File: config.mk
export PLATFORM = sky130hd
export DESIGN_NAME = seg7_scan
export DESIGN_NICKNAME = d
export VERILOG_FILES = /design/src/rtl/seg7_pkg.sv /design/src/rtl/seg7_decode.sv /design/src/rtl/seg7_scan.sv
export SDC_FILE = /design/constraint.sdc
export NUM_CORES = 1
export LEC_CHECK = 0
export ABC_AREA = 0
export CAP_MARGIN = 15
export CORE_ASPECT_RATIO = 2
export CORE_MARGIN = 5
export CORE_UTILIZATION = 40
export DETAILED_ROUTE_END_ITERATION = 8
export SYNTH_ARGS = -nofsm -noshare
export SYNTH_HDL_FRONTEND = slang
export SYNTH_SLANG_ARGS = --single-unit
export TNS_END_PERCENT = 5
File: constraint.sdc
create_clock -name clk -period 2.85 [get_ports clk]
set_input_delay 0.285 -clock clk [delete_from_list [all_inputs] [get_ports clk]]
set_output_delay 0.285 -clock clk [all_outputs]
set_load 0.01 [all_outputs]
File: src/rtl/seg7_pkg.sv
// ============================================================================
// Module   : seg7_pkg
// Purpose  : Shared glyph, anode and digit-index constants for the display path.
// Revision : 1.0
// ============================================================================
`default_nettype none

package seg7_pkg;

    // Active-low segment patterns, bit order {g,f,e,d,c,b,a}
    localparam logic [6:0] SEG_0     = 7'h40;
    localparam logic [6:0] SEG_1     = 7'h79;
    localparam logic [6:0] SEG_2     = 7'h24;
    localparam logic [6:0] SEG_3     = 7'h30;
    localparam logic [6:0] SEG_4     = 7'h19;
    localparam logic [6:0] SEG_5     = 7'h12;
    localparam logic [6:0] SEG_6     = 7'h02;
    localparam logic [6:0] SEG_7     = 7'h78;
    localparam logic [6:0] SEG_8     = 7'h00;
    localparam logic [6:0] SEG_9     = 7'h10;
    localparam logic [6:0] SEG_A     = 7'h08;
    localparam logic [6:0] SEG_B     = 7'h03;
    localparam logic [6:0] SEG_C     = 7'h46;
    localparam logic [6:0] SEG_D     = 7'h21;
    localparam logic [6:0] SEG_E     = 7'h06;
    localparam logic [6:0] SEG_F     = 7'h0E;
    localparam logic [6:0] SEG_BLANK = 7'h7F;

    localparam logic [3:0] AN_OFF    = 4'hF;

    // Shared with the number-entry block's dot_seg encoding
    localparam logic [1:0] DIG_ONES  = 2'd0;
    localparam logic [1:0] DIG_TENS  = 2'd1;
    localparam logic [1:0] DIG_HUNDS = 2'd2;
    localparam logic [1:0] DIG_THOUS = 2'd3;

endpackage : seg7_pkg

`default_nettype wire

File: src/rtl/seg7_decode.sv
// ============================================================================
// Module   : seg7_decode
// Purpose  : Combinational nibble-to-glyph mapping with a forced-blank input.
// Revision : 1.0
// ============================================================================
`default_nettype none

module seg7_decode
    import seg7_pkg::*;
(
    input  logic [3:0] nibble,
    input  logic       blank,
    output logic [6:0] seg
);

    always_comb begin
        seg = SEG_BLANK;
        if (!blank) begin
            case (nibble)
                4'h0:    seg = SEG_0;
                4'h1:    seg = SEG_1;
                4'h2:    seg = SEG_2;
                4'h3:    seg = SEG_3;
                4'h4:    seg = SEG_4;
                4'h5:    seg = SEG_5;
                4'h6:    seg = SEG_6;
                4'h7:    seg = SEG_7;
                4'h8:    seg = SEG_8;
                4'h9:    seg = SEG_9;
                4'hA:    seg = SEG_A;
                4'hB:    seg = SEG_B;
                4'hC:    seg = SEG_C;
                4'hD:    seg = SEG_D;
                4'hE:    seg = SEG_E;
                default: seg = SEG_F;
            endcase
        end
    end

endmodule : seg7_decode

`default_nettype wire

File: src/rtl/seg7_scan.sv
// ============================================================================
// Module   : seg7_scan
// Purpose  : Time-multiplexed 4-digit common-anode driver with per-frame
//            input shadowing, ghost-guard window and leading-zero blanking.
// Revision : 1.0
// ============================================================================
`default_nettype none

module seg7_scan
    import seg7_pkg::*;
#(
    parameter int SCAN_DIV = 50000,
    parameter int GUARD    = 16
) (
    input  logic        clk,
    input  logic        rst,
    input  logic [15:0] data,
    input  logic [1:0]  dot_seg,
    input  logic        blank_lead,
    output logic [3:0]  an,
    output logic [6:0]  seg,
    output logic        dp
);

    localparam int         DIV_W   = (SCAN_DIV > 2) ? $clog2(SCAN_DIV) : 1;
    localparam logic [DIV_W-1:0] C_DIV_MAX = DIV_W'(SCAN_DIV - 1);
    localparam logic [DIV_W-1:0] C_GUARD   = DIV_W'(GUARD);

    logic [DIV_W-1:0] r_div_cnt;
    logic [1:0]       r_digit_idx;
    logic [15:0]      r_shadow_data;
    logic [1:0]       r_shadow_dot;
    logic [3:0]       r_an;
    logic [6:0]       r_seg;
    logic             r_dp;

    logic [3:0]       w_nibble;
    logic             w_blank;
    logic [6:0]       w_glyph;
    logic             w_wrap;
    logic             w_frame_start;
    logic             w_zero_3;
    logic             w_zero_32;
    logic             w_zero_321;

    assign w_wrap        = (r_div_cnt == C_DIV_MAX);
    assign w_frame_start = (r_div_cnt == '0) && (r_digit_idx == DIG_ONES);

    // A digit is a leading zero when it and every digit above it are zero
    assign w_zero_3   = (r_shadow_data[15:12] == 4'h0);
    assign w_zero_32  = w_zero_3  && (r_shadow_data[11:8] == 4'h0);
    assign w_zero_321 = w_zero_32 && (r_shadow_data[7:4]  == 4'h0);

    always_comb begin
        w_nibble = r_shadow_data[3:0];
        w_blank  = 1'b0;
        case (r_digit_idx)
            DIG_ONES: begin
                w_nibble = r_shadow_data[3:0];
                w_blank  = 1'b0;
            end
            DIG_TENS: begin
                w_nibble = r_shadow_data[7:4];
                w_blank  = blank_lead && w_zero_321;
            end
            DIG_HUNDS: begin
                w_nibble = r_shadow_data[11:8];
                w_blank  = blank_lead && w_zero_32;
            end
            default: begin
                w_nibble = r_shadow_data[15:12];
                w_blank  = blank_lead && w_zero_3;
            end
        endcase
    end

    seg7_decode u_decode (
        .nibble (w_nibble),
        .blank  (w_blank),
        .seg    (w_glyph)
    );

    always_ff @(posedge clk) begin
        if (rst) begin
            r_div_cnt     <= '0;
            r_digit_idx   <= DIG_ONES;
            r_shadow_data <= 16'h0000;
            r_shadow_dot  <= DIG_ONES;
            r_an          <= AN_OFF;
            r_seg         <= SEG_BLANK;
            r_dp          <= 1'b1;
        end else begin
            if (w_wrap) begin
                r_div_cnt   <= '0;
                r_digit_idx <= r_digit_idx + 2'd1;
            end else begin
                r_div_cnt   <= r_div_cnt + 1'b1;
            end

            if (w_frame_start) begin
                r_shadow_data <= data;
                r_shadow_dot  <= dot_seg;
            end

            // The guard also masks the reload cycle, so stale shadow never shows
            if (r_div_cnt < C_GUARD) begin
                r_an  <= AN_OFF;
                r_seg <= SEG_BLANK;
                r_dp  <= 1'b1;
            end else begin
                r_an  <= ~(4'b0001 << r_digit_idx);
                r_seg <= w_glyph;
                r_dp  <= (r_digit_idx != r_shadow_dot);
            end
        end
    end

    assign an  = r_an;
    assign seg = r_seg;
    assign dp  = r_dp;

endmodule : seg7_scan

`default_nettype wire

==> summary.md <==
| Metric | Value |
|---|---|
| Overall die height | `117 µm` |
| Placed wire-length estimate after detailed placement | `4530 µm` |
| CTS tree | `done` |
| Sequential share of the synthesized area | `0.417` |
| Core Footprint | `5660 µm²` |
| Top cell family by delay on the critical path | `compound AO/OA/AOI/OAI gates` |
| Required time of the critical path | `3000 ps` |
| EDFF count, synth | `0` |
| Port Buffers | `32` |
| Antenna violations before repair | `0` |
| Cell chosen for the clock root | `clkbuf_16` |
| Initial standard-cell utilization of the core | `0.407` |
| Post-detailed-route wirelength per cell | `16.1 µm` |
| Power share of the clock group | `0.402` |
| Critical path start-end classification | `reg2reg` |
| Primary flip-flop cell chosen by synthesis mapping | `dfxtp_1` |
| CP endpoint kind | `flop` |
| Critical path peak fanout | `8` |
| Final-stage net count | `328` |
| Post-detailed-routing wire length | `5780 µm` |
| Syn. warnings | `0` |
| Worst hold slack after final layout | `478 ps` |
| Hold path start | `r_div_cnt[0]$_SDFF_PP0_` |
| Min-Delay Path Class | `reg2reg` |
| Layout cell share with drive strength beyond 1 | `0.0606` |
| Detailed-routing iteration count for the pre-antenna-repair pass | `4` |
| Number of H-tree branching levels | `2` |
| Setup TNS | `0 ps` |
| F_max | `396 MHz` |
| Combinational Power Share | `0.116` |
| Most common library cells after synthesis | `48 x dfxtp_1, 31 x nand3_1, 27 x a21oi_1, 18 x nor2_1, 13 x inv_1` |
| Worst-Skew Late Latency | `290 ps` |
| Number of antenna repair diodes | `0` |
| Routed via count | `2028` |
| DRC violation count after routing | `0` |
| # fillers | `534` |
| Number of nets with antenna violations after detailed routing | `0` |
| Worst VDD drop | `503 µV` |
| Residual overflow from global routing | `0` |
| Multi-input gate area | `1230 µm²` |
| Synth-to-layout area growth | `22.7%` |
| Count of mapped cells out of synthesis | `266` |
| Clock Path Buffers | `2` |
| Most common cell on crit path | `ha_1` |
| Most instantiated library cell after synthesis | `dfxtp_1` |
| Switching power as a share of total power | `0.259` |
| Transition time of the tightest slew-check pin | `857 ps` |
| Die boundary width | `63.7 µm` |
| Post-CTS clock slew at the launch and capture registers of the worst setup and hold paths | `70 ps` |
| Hold violation count in the final report | `0` |
| Post-Syn Nets | `298` |
| Number of I/O pins | `33` |
| TritonCTS Buffers | `5` |
| Routability cong. | `0.920` |
| Dominant cell type by area after synthesis | `dfxtp_1` |
| CTS Sinks | `48` |
| Proportion of power drawn by flip-flops and latches | `0.481` |
| Count of endpoints failing setup in the final report | `0` |
| Crit-path cells | `ha_1 > clkinv_1 > a21oi_1 > inv_1 > ha_1 > a2111oi_0 > a22oi_1` |
| Area contributors post-synth | `dfxtp_1 42%, nand3_1 6.7%, ha_1 6.0%` |
| Areal power density over the cells | `529 nW/µm²` |
| Cell area after synthesis | `2310 µm²` |
| Final critical-path share of the clock period | `0.887` |
| Ratio of routed vias to standard cells | `5.66` |
| Number of flip-flops and latches in the synthesized netlist | `48` |
| Critical Path Source Type | `flop` |
| Buffers and inverters on the worst path | `2` |
| Total of max-cap violations | `0` |
| Sw power | `0.387 mW` |
| Total global-route track usage | `0.162` |
| Crit path DAT | `2680 ps` |
| Global-route wire length before repair | `9740 µm` |
| Largest net degree at the start of global routing | `23` |
| Post-CTS setup buffer count | `0` |
| FFs w/ async S/R, synth | `0` |
| Die ar. | `7480 µm²` |
| Iteration-0 DRC count of the detailed router | `67` |
| Share of the core filled with cells in the final layout | `0.500` |
| Number of pins with negative max-slew slack in the final report | `0` |
| Area share of the largest cell type after synthesis | `0.417` |
| Avg Cell Area, Syn | `8.67 µm²` |
| Max stage delay on crit path | `480 ps` |
| RSZ-0062 raised after global routing | `false` |
| Flip-flop and latch area | `961 µm²` |
| Total number of placement rows | `39` |
| Launch point of the critical path | `r_digit_idx[1]$_SDFFE_PP0P_` |
| Cell variety after synth | `41` |
| Number of global-route vias before repair | `2008` |
| Max-slew headroom | `0.429` |
| Final Critical Period | `2530 ps` |
| Internal power of the cells | `1.11 mW` |
| Count of hold buffers inserted by post-cts repair | `0` |
| Result of the run | `finished, final reports clean` |
| Setup Skew | `8.47 ps` |
| Leak pwr | `1.02 nW` |
| Startpoint of the worst-slack reg-to-reg timing path | `r_digit_idx[1]$_SDFFE_PP0P_` |
| Highest-delay cell along the critical path | `a2111oi_0` |
| Post-cts gate resize count | `0` |
## worst paths after layout
path	end	slack, ps	depth (start not counted)
max	seg[0]$_SDFF_PP1_	320	7
min	r_div_cnt[0]$_SDFF_PP0_	480	1
max reg2reg	seg[0]$_SDFF_PP1_	320	7
min reg2reg	r_div_cnt[0]$_SDFF_PP0_	480	1
## metal layers
metal  up-vias  routed length [µm]  GRT usage
met5         -                   0          0
met4         0                 139     0.0637
met3         9                 134     0.0268
met2        24                3520      0.317
met1       962                1990      0.157
li1       1033                   -          -
## metrics by stage
stage / std cells / instance area, µm² / power (mW) / setup WS (ps)
after global placement: 350 / 2680 / 0.911 / 487
after global routing: 358 / 2830 / 1.57 / 2.52
after detailed placement: 350 / 2680 / 0.913 / 338
after floorplan: 266 / 2310 / 0.845 / 721
after CTS: 358 / 2830 / 1.51 / 311
final: 358 / 2830 / 1.50 / 322
## flip-flops by register name, summed over array words and instances, names as in the netlist
| signal | cells |
|---|---|
| r_div_cnt | 16 |
| r_shadow_data | 16 |
| seg | 7 |
| an | 4 |
| r_digit_idx | 2 |
| r_shadow_dot | 2 |
| dp | 1 |
## logic make-up (layout without fill, tap and decap cells)
logic type / count (synthesis) / count (layout) / share of synthesized area
muxes: 4 / 4 / 0.0174
buffers and inverters: 28 / 59 / 0.0521
adders and majority gates: 11 / 11 / 0.0597
AOI/OAI and AO/OA: 71 / 71 / 0.193
DFF: 48 / 48 / 0.417
and+or+nand+nor: 89 / 89 / 0.204
xor gates and xnor gates: 15 / 15 / 0.0570
## area by class of cell
class	count	share of cell area
clock inverter	3	0.00928
timing repair buffer	37	0.126
multi-input combinational	190	0.435
tap	61	0.0270
sequential	48	0.340
clock buffer	5	0.0442
inverter	14	0.0186
## layout by cell type, fill, tap and decap left out, drive strengths merged, types with 2 or more instances in the layout
cell type,count
clkdlybuf4s50,32
clkinv,2
inv,15
mux2i,4
ha,11
and3,4
buf,5
nand2,8
o221ai,3
clkbuf,5
a211o,3
a222oi,4
o211ai,4
nor2,18
or3,2
dfxtp,48
nor3,2
or4,5
nand4,7
xnor2,10
nor4,5
o21ai,21
nor2b,4
xor2,5
nand3,31
a21oi,27
## power by group through the flow
stage               combinational [mW]  clock [mW]  sequential [mW]
floorplan                        0.117           0            0.727
global placement                 0.175           0            0.736
detailed placement               0.176           0            0.737
CTS                              0.177       0.617            0.721
global route                     0.196       0.649            0.725
finish                           0.174       0.602            0.721
Power figures use the tool's default switching activity.
==> patch, RTL diff (same settings) <==
The parameter `SCAN_DIV` goes from 50000 to 100000.
--- a/src/rtl/seg7_scan.sv
+++ b/src/rtl/seg7_scan.sv
@@ -10,5 +10,5 @@
     import seg7_pkg::*;
 #(
-    parameter int SCAN_DIV = 50000,
+    parameter int SCAN_DIV = 100000,
     parameter int GUARD    = 16
 ) (
Function: same outputs for any inputs over 10 cycles, from zero or initial values and one cycle with rst high; that may be too few to reach the edited logic, so the function may still have changed.
==> patch against the unedited design <==
  * Synthesized cell count is the same
  * Sequential share of layout area up 0.48 points
  * Highest routed layer unchanged
  * Wire length rose by 1.8%
  * Power fell by 0.59%
  * Clock skew down 0.0039 ns
  * Setup slack improved by 0.039 ns
  * Final area is 0.66% higher
  * Sequential cell count increased by 1
  * Area after synthesis increased by 0.11%
==> patch: results (changes against the unedited design) <==
Layout
  – Nets@finish: 331 (was 328)
  – Clock buffers: 7 (was 5)
  – Layout cells sized above 1: 6.020% (was 6.061%)
  – Multi-input gates: 192 (was 190)
  – Fraction of area in registers: 34.43% (was 33.95%)
  – Nonclk buf count: 39 (was 37)
  – Inverters, non-clock: 12 (was 14)

Setup path
  – Slowest-stage cell, CP: dfxtp_1 (was a2111oi_0)
  – R2R Setup Slk: 0.36 ns (was 0.32 ns)
  – Slowest Stage Delay on Critical Path: 0.46 ns (was 0.48 ns)
  – Crit path from: r_digit_idx[0]$_SDFFE_PP0P_ (was r_digit_idx[1]$_SDFFE_PP0P_)
  – Arr. time, crit path: 2.64 ns (was 2.68 ns)

Routing
  – WL final: 5.881 mm (was 5.778 mm)
  – Vias: 2,066 (was 2,028)
  – Starting DRT DRC Count: 86 (was 67)

GRT
  – Total GRT Usage: 16.59% (was 16.15%)
  – Vias in the first global route: 2,159 (was 2,008)
  – Largest net degree at the start of global routing: 26 (was 23)
  – First-pass GRT wire length: 10.05 mm (was 9.735 mm)

Synthesis
  – Distinct cells, synth: 39 (was 41)
  – Seq/Total Area, Yosys: 42.49% (was 41.67%)
  – Top cells by count, synth: 49 x dfxtp_1, 29 x nand3_1, 28 x a21oi_1, 23 x o21ai_0, 16 x nor2_1 (was 48 x dfxtp_1, 31 x nand3_1, 27 x a21oi_1, 18 x nor2_1, 13 x inv_1)
  – Ranking of synthesized cells by area: dfxtp_1 42%, nand3_1 6.3%, a21oi_1 6.1% (was dfxtp_1 42%, nand3_1 6.7%, ha_1 6.0%)

Status
  – Status: finished clean (unchanged)

Placement
  – Placed wire-length estimate: 4.651 mm (was 4.533 mm)
  – RD Place Congestion: 0.9218 (was 0.9201)
  – Place WS: 0.4043 ns (was 0.3381 ns)

Timing
  – Max Clock Skew: 0.004584 ns (was 0.008473 ns)
  – Worst-Margin Slew: 0.8773 ns (was 0.8567 ns)
  – Period utilisation layout: 87.34% (was 88.71%)

Power and ir drop
  – VDD IR max: 0.3805 mV (was 0.5028 mV)
patch: changes by cell type after synthesis, moves of 3 or more:
| cell | change |
|---|---|
| xor2_1 | +5 |
| xnor2_1 | -6 |
| o21ai_0 | +12 |
| o21ai_1 | -10 |
| and4_1 | +4 |
| or3_1 | +3 |
patch: per-layer routing:
layer  GRT usage, %  wire (um)  part of all wire (%)
met5              0          0                     0
met4          7.802        199                   3.4
met3          2.964        183                   3.1
met2          32.32       3484                    59
met1          15.71       2013                    34
patch: stage by stage:
stage / util [%] / cells / hold slack (ns) / instance area [um^2]
6_report: 50.33 / 360 / 0.4741 / 2849
5_1_grt: 50.33 / 360 / 0.5137 / 2849
4_1_cts: 50.33 / 360 / 0.4826 / 2849
3_5_place_dp: 47.81 / 353 / 0.4645 / 2706
3_3_place_gp: 47.81 / 353 / 0.4596 / 2706
2_1_floorplan: - / 266 / 0.4327 / 2308
patch: critical path: cells and delay by family, from the launching register on:
| kind | cells | cell delay, ns |
|---|---|---|
| AO/OA/AOI/OAI | 3 | 0.93 |
| adder cells (fa/ha/maj) | 2 | 0.59 |
| flip-flops | 1 | 0.46 |
| buffers and inverters | 2 | 0.38 |
patch: power breakdown:
| part | internal, uW | switching, uW | total (uW) |
|---|---|---|---|
| clock | 345 | 235 | 580 |
| sequential | 712 | 23.6 | 736 |
| combinational | 79.9 | 93.1 | 173 |
| total | 1140 | 352 | 1490 |
patch: logic make-up (layout without fill, tap and decap cells):
kind of cell,count (synthesis),count (layout),share of synthesized area [%]
multiplexers,4,4,1.734
AO/OA/AOI/OAI,75,75,20.06
adder cells (fa/ha/maj),11,11,5.962
buffers and inverters,25,58,4.173
XOR/XNOR,14,14,5.311
flip-flops,49,49,42.49
AND/OR/NAND/NOR,88,88,20.27
